$ cat src/rtl/redux_v_multiciclo.sv
// rtl/redux_v_multiciclo.sv - multicycle Redux-V core with handshaked instruction/data memories
//
// Purpose: executes 8-bit Redux-V instructions over a 4-entry register file using a
// FETCH/EXEC/MEM/WB/HALT state machine. Both memories sit outside the core behind
// req/ready handshakes, so the core stalls for as long as a memory withholds ready.
//
// Ports:
//   clock, reset             rising-edge clock, synchronous active-high reset
//   imem_req/addr            fetch request, address = pc
//   imem_ready/data          fetch completion and instruction word
//   dmem_req/we/addr/wdata   data request (we=1 store), address = R[rb], data = R[ra]
//   dmem_ready/rdata         data completion and load data
//   halted                   core sits in HALT
//   pc_out                   current pc for debug
module redux_v_multiciclo #(
    parameter int WIDTH = 8
) (
    input  logic             clock,
    input  logic             reset,
    output logic             imem_req,
    output logic [WIDTH-1:0] imem_addr,
    input  logic             imem_ready,
    input  logic [7:0]       imem_data,
    output logic             dmem_req,
    output logic             dmem_we,
    output logic [WIDTH-1:0] dmem_addr,
    output logic [WIDTH-1:0] dmem_wdata,
    input  logic             dmem_ready,
    input  logic [WIDTH-1:0] dmem_rdata,
    output logic             halted,
    output logic [WIDTH-1:0] pc_out
);

    localparam logic [2:0] S_FETCH = 3'd0;
    localparam logic [2:0] S_EXEC  = 3'd1;
    localparam logic [2:0] S_MEM   = 3'd2;
    localparam logic [2:0] S_WB    = 3'd3;
    localparam logic [2:0] S_HALT  = 3'd4;

    localparam logic [WIDTH-1:0] C_ONE = WIDTH'(1);

    logic [2:0]       r_state;
    logic [WIDTH-1:0] r_pc;
    logic [7:0]       r_ir;
    logic [WIDTH-1:0] r_regs [0:3];
    logic [WIDTH-1:0] r_result;
    logic [WIDTH-1:0] r_dmem_addr;
    logic [WIDTH-1:0] r_dmem_wdata;
    logic             r_dmem_we;

    logic [3:0]       w_op;
    logic [1:0]       w_ra;
    logic [1:0]       w_rb;
    logic [1:0]       w_wb_idx;
    logic [WIDTH-1:0] w_rra;
    logic [WIDTH-1:0] w_rrb;
    logic [WIDTH-1:0] w_sext;
    logic [WIDTH-1:0] w_zext;
    logic [WIDTH-1:0] w_pc_inc;
    logic [WIDTH-1:0] w_alu;
    logic [WIDTH-1:0] w_br_pc;
    logic             w_is_alu;
    logic             w_is_mem;

    assign w_op     = r_ir[7:4];
    assign w_ra     = r_ir[3:2];
    assign w_rb     = r_ir[1:0];
    assign w_rra    = r_regs[w_ra];
    assign w_rrb    = r_regs[w_rb];
    assign w_sext   = {{(WIDTH-4){r_ir[3]}}, r_ir[3:0]};
    assign w_zext   = {{(WIDTH-4){1'b0}}, r_ir[3:0]};
    assign w_pc_inc = r_pc + C_ONE;
    // Opcodes 8..F are all register-writing ALU operations.
    assign w_is_alu = w_op[3];
    assign w_is_mem = (w_op == 4'h4) || (w_op == 4'h5);
    // ADDI always targets R0; every other writer targets R[ra].
    assign w_wb_idx = (w_op == 4'h8) ? 2'd0 : w_ra;

    always_comb begin
        w_alu = '0;
        case (w_op)
            4'h8:    w_alu = r_regs[0] + w_sext;
            4'h9:    w_alu = ~w_rrb;
            4'hA:    w_alu = w_rra & w_rrb;
            4'hB:    w_alu = w_rra | w_rrb;
            4'hC:    w_alu = w_rra ^ w_rrb;
            4'hD:    w_alu = w_rra + w_rrb;
            4'hE:    w_alu = w_rra - w_rrb;
            4'hF:    w_alu = w_rrb << 1;
            default: w_alu = '0;
        endcase
    end

    // Next pc for branches; NOPs and not-taken branches fall through.
    always_comb begin
        w_br_pc = w_pc_inc;
        case (w_op)
            4'h0:    w_br_pc = (w_rra == '0) ? w_rrb : w_pc_inc;
            4'h1:    w_br_pc = (r_regs[0] == '0) ? (r_pc + w_zext) : w_pc_inc;
            4'h2:    w_br_pc = r_pc + w_sext;
            default: w_br_pc = w_pc_inc;
        endcase
    end

    always_ff @(posedge clock) begin
        if (reset) begin
            r_state      <= S_FETCH;
            r_pc         <= '0;
            r_ir         <= '0;
            r_result     <= '0;
            r_dmem_addr  <= '0;
            r_dmem_wdata <= '0;
            r_dmem_we    <= 1'b0;
            for (int i = 0; i < 4; i++) begin
                r_regs[i] <= '0;
            end
        end else begin
            case (r_state)
                S_FETCH: begin
                    if (imem_ready) begin
                        r_ir    <= imem_data;
                        r_state <= S_EXEC;
                    end
                end
                S_EXEC: begin
                    if (w_is_alu) begin
                        r_result <= w_alu;
                        r_state  <= S_WB;
                    end else if (w_is_mem) begin
                        // Registered here so the bus stays stable for the whole wait.
                        r_dmem_addr  <= w_rrb;
                        r_dmem_wdata <= w_rra;
                        r_dmem_we    <= (w_op == 4'h5);
                        r_state      <= S_MEM;
                    end else if (w_op == 4'h7) begin
                        r_state <= S_HALT;
                    end else begin
                        r_pc    <= w_br_pc;
                        r_state <= S_FETCH;
                    end
                end
                S_MEM: begin
                    if (dmem_ready) begin
                        if (r_dmem_we) begin
                            r_pc    <= w_pc_inc;
                            r_state <= S_FETCH;
                        end else begin
                            r_regs[w_ra] <= dmem_rdata;
                            r_state      <= S_WB;
                        end
                    end
                end
                S_WB: begin
                    // A load already wrote its register on the ready edge.
                    if (w_op != 4'h4) begin
                        r_regs[w_wb_idx] <= r_result;
                    end
                    r_pc    <= w_pc_inc;
                    r_state <= S_FETCH;
                end
                S_HALT: begin
                    r_state <= S_HALT;
                end
                default: begin
                    r_state <= S_FETCH;
                end
            endcase
        end
    end

    // Requests are gated by reset so an in-flight access is dropped at once.
    assign imem_req   = (r_state == S_FETCH) && !reset;
    assign dmem_req   = (r_state == S_MEM) && !reset;
    assign dmem_we    = r_dmem_we && dmem_req;
    assign halted     = (r_state == S_HALT) && !reset;
    assign imem_addr  = r_pc;
    assign dmem_addr  = r_dmem_addr;
    assign dmem_wdata = r_dmem_wdata;
    assign pc_out     = r_pc;

endmodule
$ cat config.mk
export PLATFORM = sky130hd
export DESIGN_NAME = redux_v_multiciclo
export DESIGN_NICKNAME = d
export VERILOG_FILES = /design/src/rtl/redux_v_multiciclo.sv
export SDC_FILE = /design/constraint.sdc
export NUM_CORES = 1
export LEC_CHECK = 0
export BUFFER_PORTS_ARGS = -buffer_cell sky130_fd_sc_hd__buf_2
export CORE_ASPECT_RATIO = 0.9
export CORE_MARGIN = 4
export CORE_UTILIZATION = 35
export DETAILED_ROUTE_END_ITERATION = 10
export GPL_TIMING_DRIVEN = 0
export SKIP_CTS_REPAIR_TIMING = 1
export SYNTH_ARGS = -nofsm -noshare
export SYNTH_HDL_FRONTEND = slang
export SYNTH_SLANG_ARGS = --single-unit
$ cat constraint.sdc
create_clock -name clock -period 6.45 [get_ports clock]
set_clock_uncertainty 0.2 [all_clocks]
set_input_delay 0.9675 -clock clock [delete_from_list [all_inputs] [get_ports clock]]
set_output_delay 0.9675 -clock clock [all_outputs]
set_load 0.02 [all_outputs]
==> results.md <==
- The commonest cells after synthesis are sky130_fd_sc_hd__nor2_1 (71), sky130_fd_sc_hd__nand2_1 (53), sky130_fd_sc_hd__dfxtp_1 (48).
- The run finished with clean final reports.
- Of the cells placed in the final design, the portion with a size suffix greater than 1 is between 10% and 20%.
- The number of nets in the synthesized netlist is 683.
- The tightest min-delay check is of the register to register type.
- The largest family of logic cells by synthesized area is compound AO/OA/AOI/OAI gates.
- Of all nets on the critical path, the largest fanout is 8.
- Setup repair after global routing left no endpoint under its margin.
- After synthesis the netlist holds a flip-flop and latch count of 80.
- The longest individual stage delay on the worst path is roughly 0.74 ns.
- Across the VDD grid, the largest voltage drop is about 0.15 mV.
- The synthesized instance count is 621.
- The final number of max-transition violations was 0.
- The maximum number of buffers from clock root to sink is 2.
- The worst setup path is of the register to register kind.
- The share of the synthesized area in compound gates (AO/OA/AOI/OAI) is 19.5%.
- The cell at the root of the clock tree is sky130_fd_sc_hd__clkbuf_16.
- The number of buffers added by the clock tree synthesis step is 9.
- By area the synthesized netlist is led by sky130_fd_sc_hd__dfxtp_1 (17%), sky130_fd_sc_hd__edfxtp_1 (17%), sky130_fd_sc_hd__ha_1 (8.6%).
- The reported leakage power is 0.00274 uW.
- The number of placed I/O pins is 56.
- The count of nets left with antenna violations once routing finished came out at 0.
- The detail-routed net length per standard cell is roughly 20 um.
- The proportion of netlist area held by the largest area contributor is between 10% and 20%.
- The filler cells instantiated in the layout total approximately 1500.
- The net count of the finished layout is 750.
- Detailed placement ended at an HPWL of roughly 13000 um.
- In this run the tool buffered the top-level ports with 54 buffer cells.
- The first detailed-routing pass ran for 7 iterations.
- The area of the core is 15700 um2.
- Setup violations remaining at the end of the flow were counted as 0.
- Across the run, the number of max-cap violations was 0.
- The family of cells with the greatest summed delay on the critical path is multiplexers.
- The number of DRC violations after detailed routing is 0.
- Multiplexer cells account for 10.2% of the synthesized area.
- Setup total negative slack on the finished layout was measured at 0 ns.
- The worst endpoint required time is approximately 6.5 ns.
- Summed over all layers, the global routing overflow is 0.
- For this run, the number of Yosys warnings is 0.
- Routability-driven placement finished with a final weighted congestion of just over 0.9.
- The startpoint type of the worst setup path is a register.
- After detailed routing, the number of vias per cell comes to between 5 and 6.
- Measured along the y axis, the die boundary spans 129 um.
- The count of flip-flops with a built-in enable after synthesis is 32.
- The transition time at the pin with the least slew margin is 1.13 ns.
- The share of flip-flops with an asynchronous set or reset is 0%.
- The via count of the first global-routing pass is around 5100.
- The commonest register cell after synthesis is sky130_fd_sc_hd__dfxtp_1.
- The first routing iteration left 429 violations.
- Measured along the x axis, the die boundary spans 142 um.
- The cell area that synthesis handed to floorplanning was around 5700 um2.
- Clock tree synthesis found a total of 80 sinks.
- After Yosys synthesis, and, or, nand and nor cells account for between 10% and 20% of the synthesized area.
- The vias after detailed routing is 5125.
- The cell taking the most area after synthesis is sky130_fd_sc_hd__dfxtp_1.
- The die covers roughly 18000 um2.
- The H-tree depth reported by CTS is 3.
- The area taken by flip-flops and latches is roughly 1900 um2.
- STA puts the critical path data arrival time at 3.86 ns.
- The critical path capture point type is a register.
- Clock-pin slew was measured on the worst setup and hold paths at around 0.06 ns.
- The max-slew headroom at the worst pin is about a quarter.
- The synthesized area per cell is 9.11 um2.
- Final hold analysis gives a worst-case slack of around 0.29 ns.
- The hold violation total from the final report is 0.
- The worst path buffer plus inverter count is 2.
- Entering global routing, the biggest net connects 14 pins.
- The worst-path cell with the longest stage delay is sky130_fd_sc_hd__mux4_2.
- The global-route total usage across every layer is between 10% and 20%.
- Counting stages on the worst path, the most repeated cell is sky130_fd_sc_hd__ha_1.
- Of the total synthesized cell area, the portion taken by full adders, half adders and majority gates is under 10%.
- TritonCTS built the clock tree.
- At the later pin of the worst-skew pair, clock insertion delay measures ~0.35 ns.
- The library cell with the highest instance count after synthesis is sky130_fd_sc_hd__nor2_1.
- The count of antenna diodes in the layout is 0.
- In the final layout, the multi-input gates occupy between 3000 and 4000 um2.
- For the finished layout, the period the worst path requires is ~3.8 ns.
- The count of unique library cells instantiated by Yosys is 65.
- The initial standard-cell utilization of the core is 36.1%.
- The maximum clock rate is 261 MHz.
- The total routed wirelength is ~18000 um.
- The ratio of total power to cell area is between 200 and 250 nW/um2.
- The number of antenna violations at the first check in global routing was 0.
- The number of core rows is between 40 and 50.
- Of the total synthesized cell area, the portion taken by XOR and XNOR cells is between 4 and 5%.
- The area growth from synthesis to layout is 14.3%.
- Walking the worst path, the cells encountered are buf_2, mux4_2, inv_1, ha_1, mux2i_1, ha_1, nor2b_1, o21ai_0, o221ai_1, xor2_1, a221oi_1, a21oi_1.
- The first global-routing pass estimated roughly 28000 um of wire.
- In the finished design, the share of the clock period the worst path needs comes to between 50% and 60%.
- The fraction of the yosys area taken by sequential cells is between 30 and 40%.
-- metrics by stage --
stage	cells	instance area, um2	util (%)	power [uW]	worst slack, ns
floorplan	621	5660	-	847	2.73
global placement	877	6180	39.5	956	1.83
detailed placement	879	6200	39.6	965	2.45
CTS	895	6470	41.3	1440	2.63
global route	895	6470	41.3	1510	2.36
finish	895	6470	41.3	1430	2.62
-- registers in the layout (all words and copies together), names as in the netlist, named ones only --
register	cells
imem_addr	8
dmem_addr	8
r_dmem_we	1
r_ir	8
r_regs	32
r_state	3
r_result	8
dmem_wdata	8
-- report_power, final --
group / total [uW] / leakage [uW] / switching [uW] / internal (uW)
sequential: 573 / 0.000720 / 26.2 / 547
combinational: 389 / 0.00190 / 241 / 148
clock: 472 / 0.000125 / 212 / 260
-- cell usage in the layout (no fill, tap or decap), types with 8 or more instances in the layout --
| cell type | Yosys | final |
|---|---|---|
| sky130_fd_sc_hd__nand2b_1 | 11 | 11 |
| sky130_fd_sc_hd__xor2_1 | 9 | 9 |
| sky130_fd_sc_hd__inv_1 | 32 | 32 |
| sky130_fd_sc_hd__buf_4 | 8 | 10 |
| sky130_fd_sc_hd__a22oi_1 | 9 | 9 |
| sky130_fd_sc_hd__edfxtp_1 | 32 | 32 |
| sky130_fd_sc_hd__clkbuf_16 | 0 | 9 |
| sky130_fd_sc_hd__nor2_1 | 71 | 71 |
| sky130_fd_sc_hd__mux4_2 | 12 | 12 |
| sky130_fd_sc_hd__buf_2 | 3 | 57 |
| sky130_fd_sc_hd__xnor2_1 | 19 | 19 |
| sky130_fd_sc_hd__clkbuf_1 | 26 | 28 |
| sky130_fd_sc_hd__dfxtp_1 | 48 | 48 |
| sky130_fd_sc_hd__nand3_1 | 14 | 14 |
| sky130_fd_sc_hd__ha_1 | 39 | 39 |
| sky130_fd_sc_hd__nand2_1 | 53 | 53 |
| sky130_fd_sc_hd__a21oi_1 | 45 | 45 |
| sky130_fd_sc_hd__o21ai_0 | 41 | 40 |
| sky130_fd_sc_hd__a221oi_1 | 8 | 8 |
| sky130_fd_sc_hd__mux2i_1 | 19 | 19 |
-- routing by layer --
metal  vias up  wire [um]  GRT usage [%]
li1       2416          -              -
met1      2475       7750           25.6
met2       198       8050           31.0
met3        36       1310           5.50
met4         0        447           6.60
met5         -          0              0
-- final cells by class --
type | count | area share, %
plain buffers | 40 | 3.08
clock buffers | 11 | 3.60
clock inverters | 5 | 0.503
inverters | 32 | 1.86
multi-input cells | 469 | 52.9
flip-flops and latches | 80 | 29.7
well taps | 202 | 3.91
repair buffers | 56 | 4.41
-- cells by family (layout without fill, tap and decap cells) --
| family | count (synthesis) | in the layout |
|---|---|---|
| compound gates | 170 | 170 |
| xor+xnor | 28 | 28 |
| fa+ha+maj | 42 | 42 |
| buf+inv | 72 | 144 |
| flops | 80 | 80 |
| mux | 36 | 36 |
| simple gates | 193 | 193 |
-- path summary, 6_finish.rpt --
kind                 startpoint       endpoint  slack [ns]  depth (start not counted)
hold reg to reg   dmem_wdata[5]  dmem_wdata[5]        0.29                          2
setup / recovery       register    r_result[5]        2.62                         12
setup reg to reg       register    r_result[5]        2.62                         12
hold / removal    dmem_wdata[5]  dmem_wdata[5]        0.29                          2
-- worst min-delay path, stage by stage, from the launching register on --
cell and delay [ns]:
sky130_fd_sc_hd__dfxtp_1 0.32, sky130_fd_sc_hd__mux2i_1 0.07, sky130_fd_sc_hd__nor2_1 0.07
(Power assumes the default switching activity.)
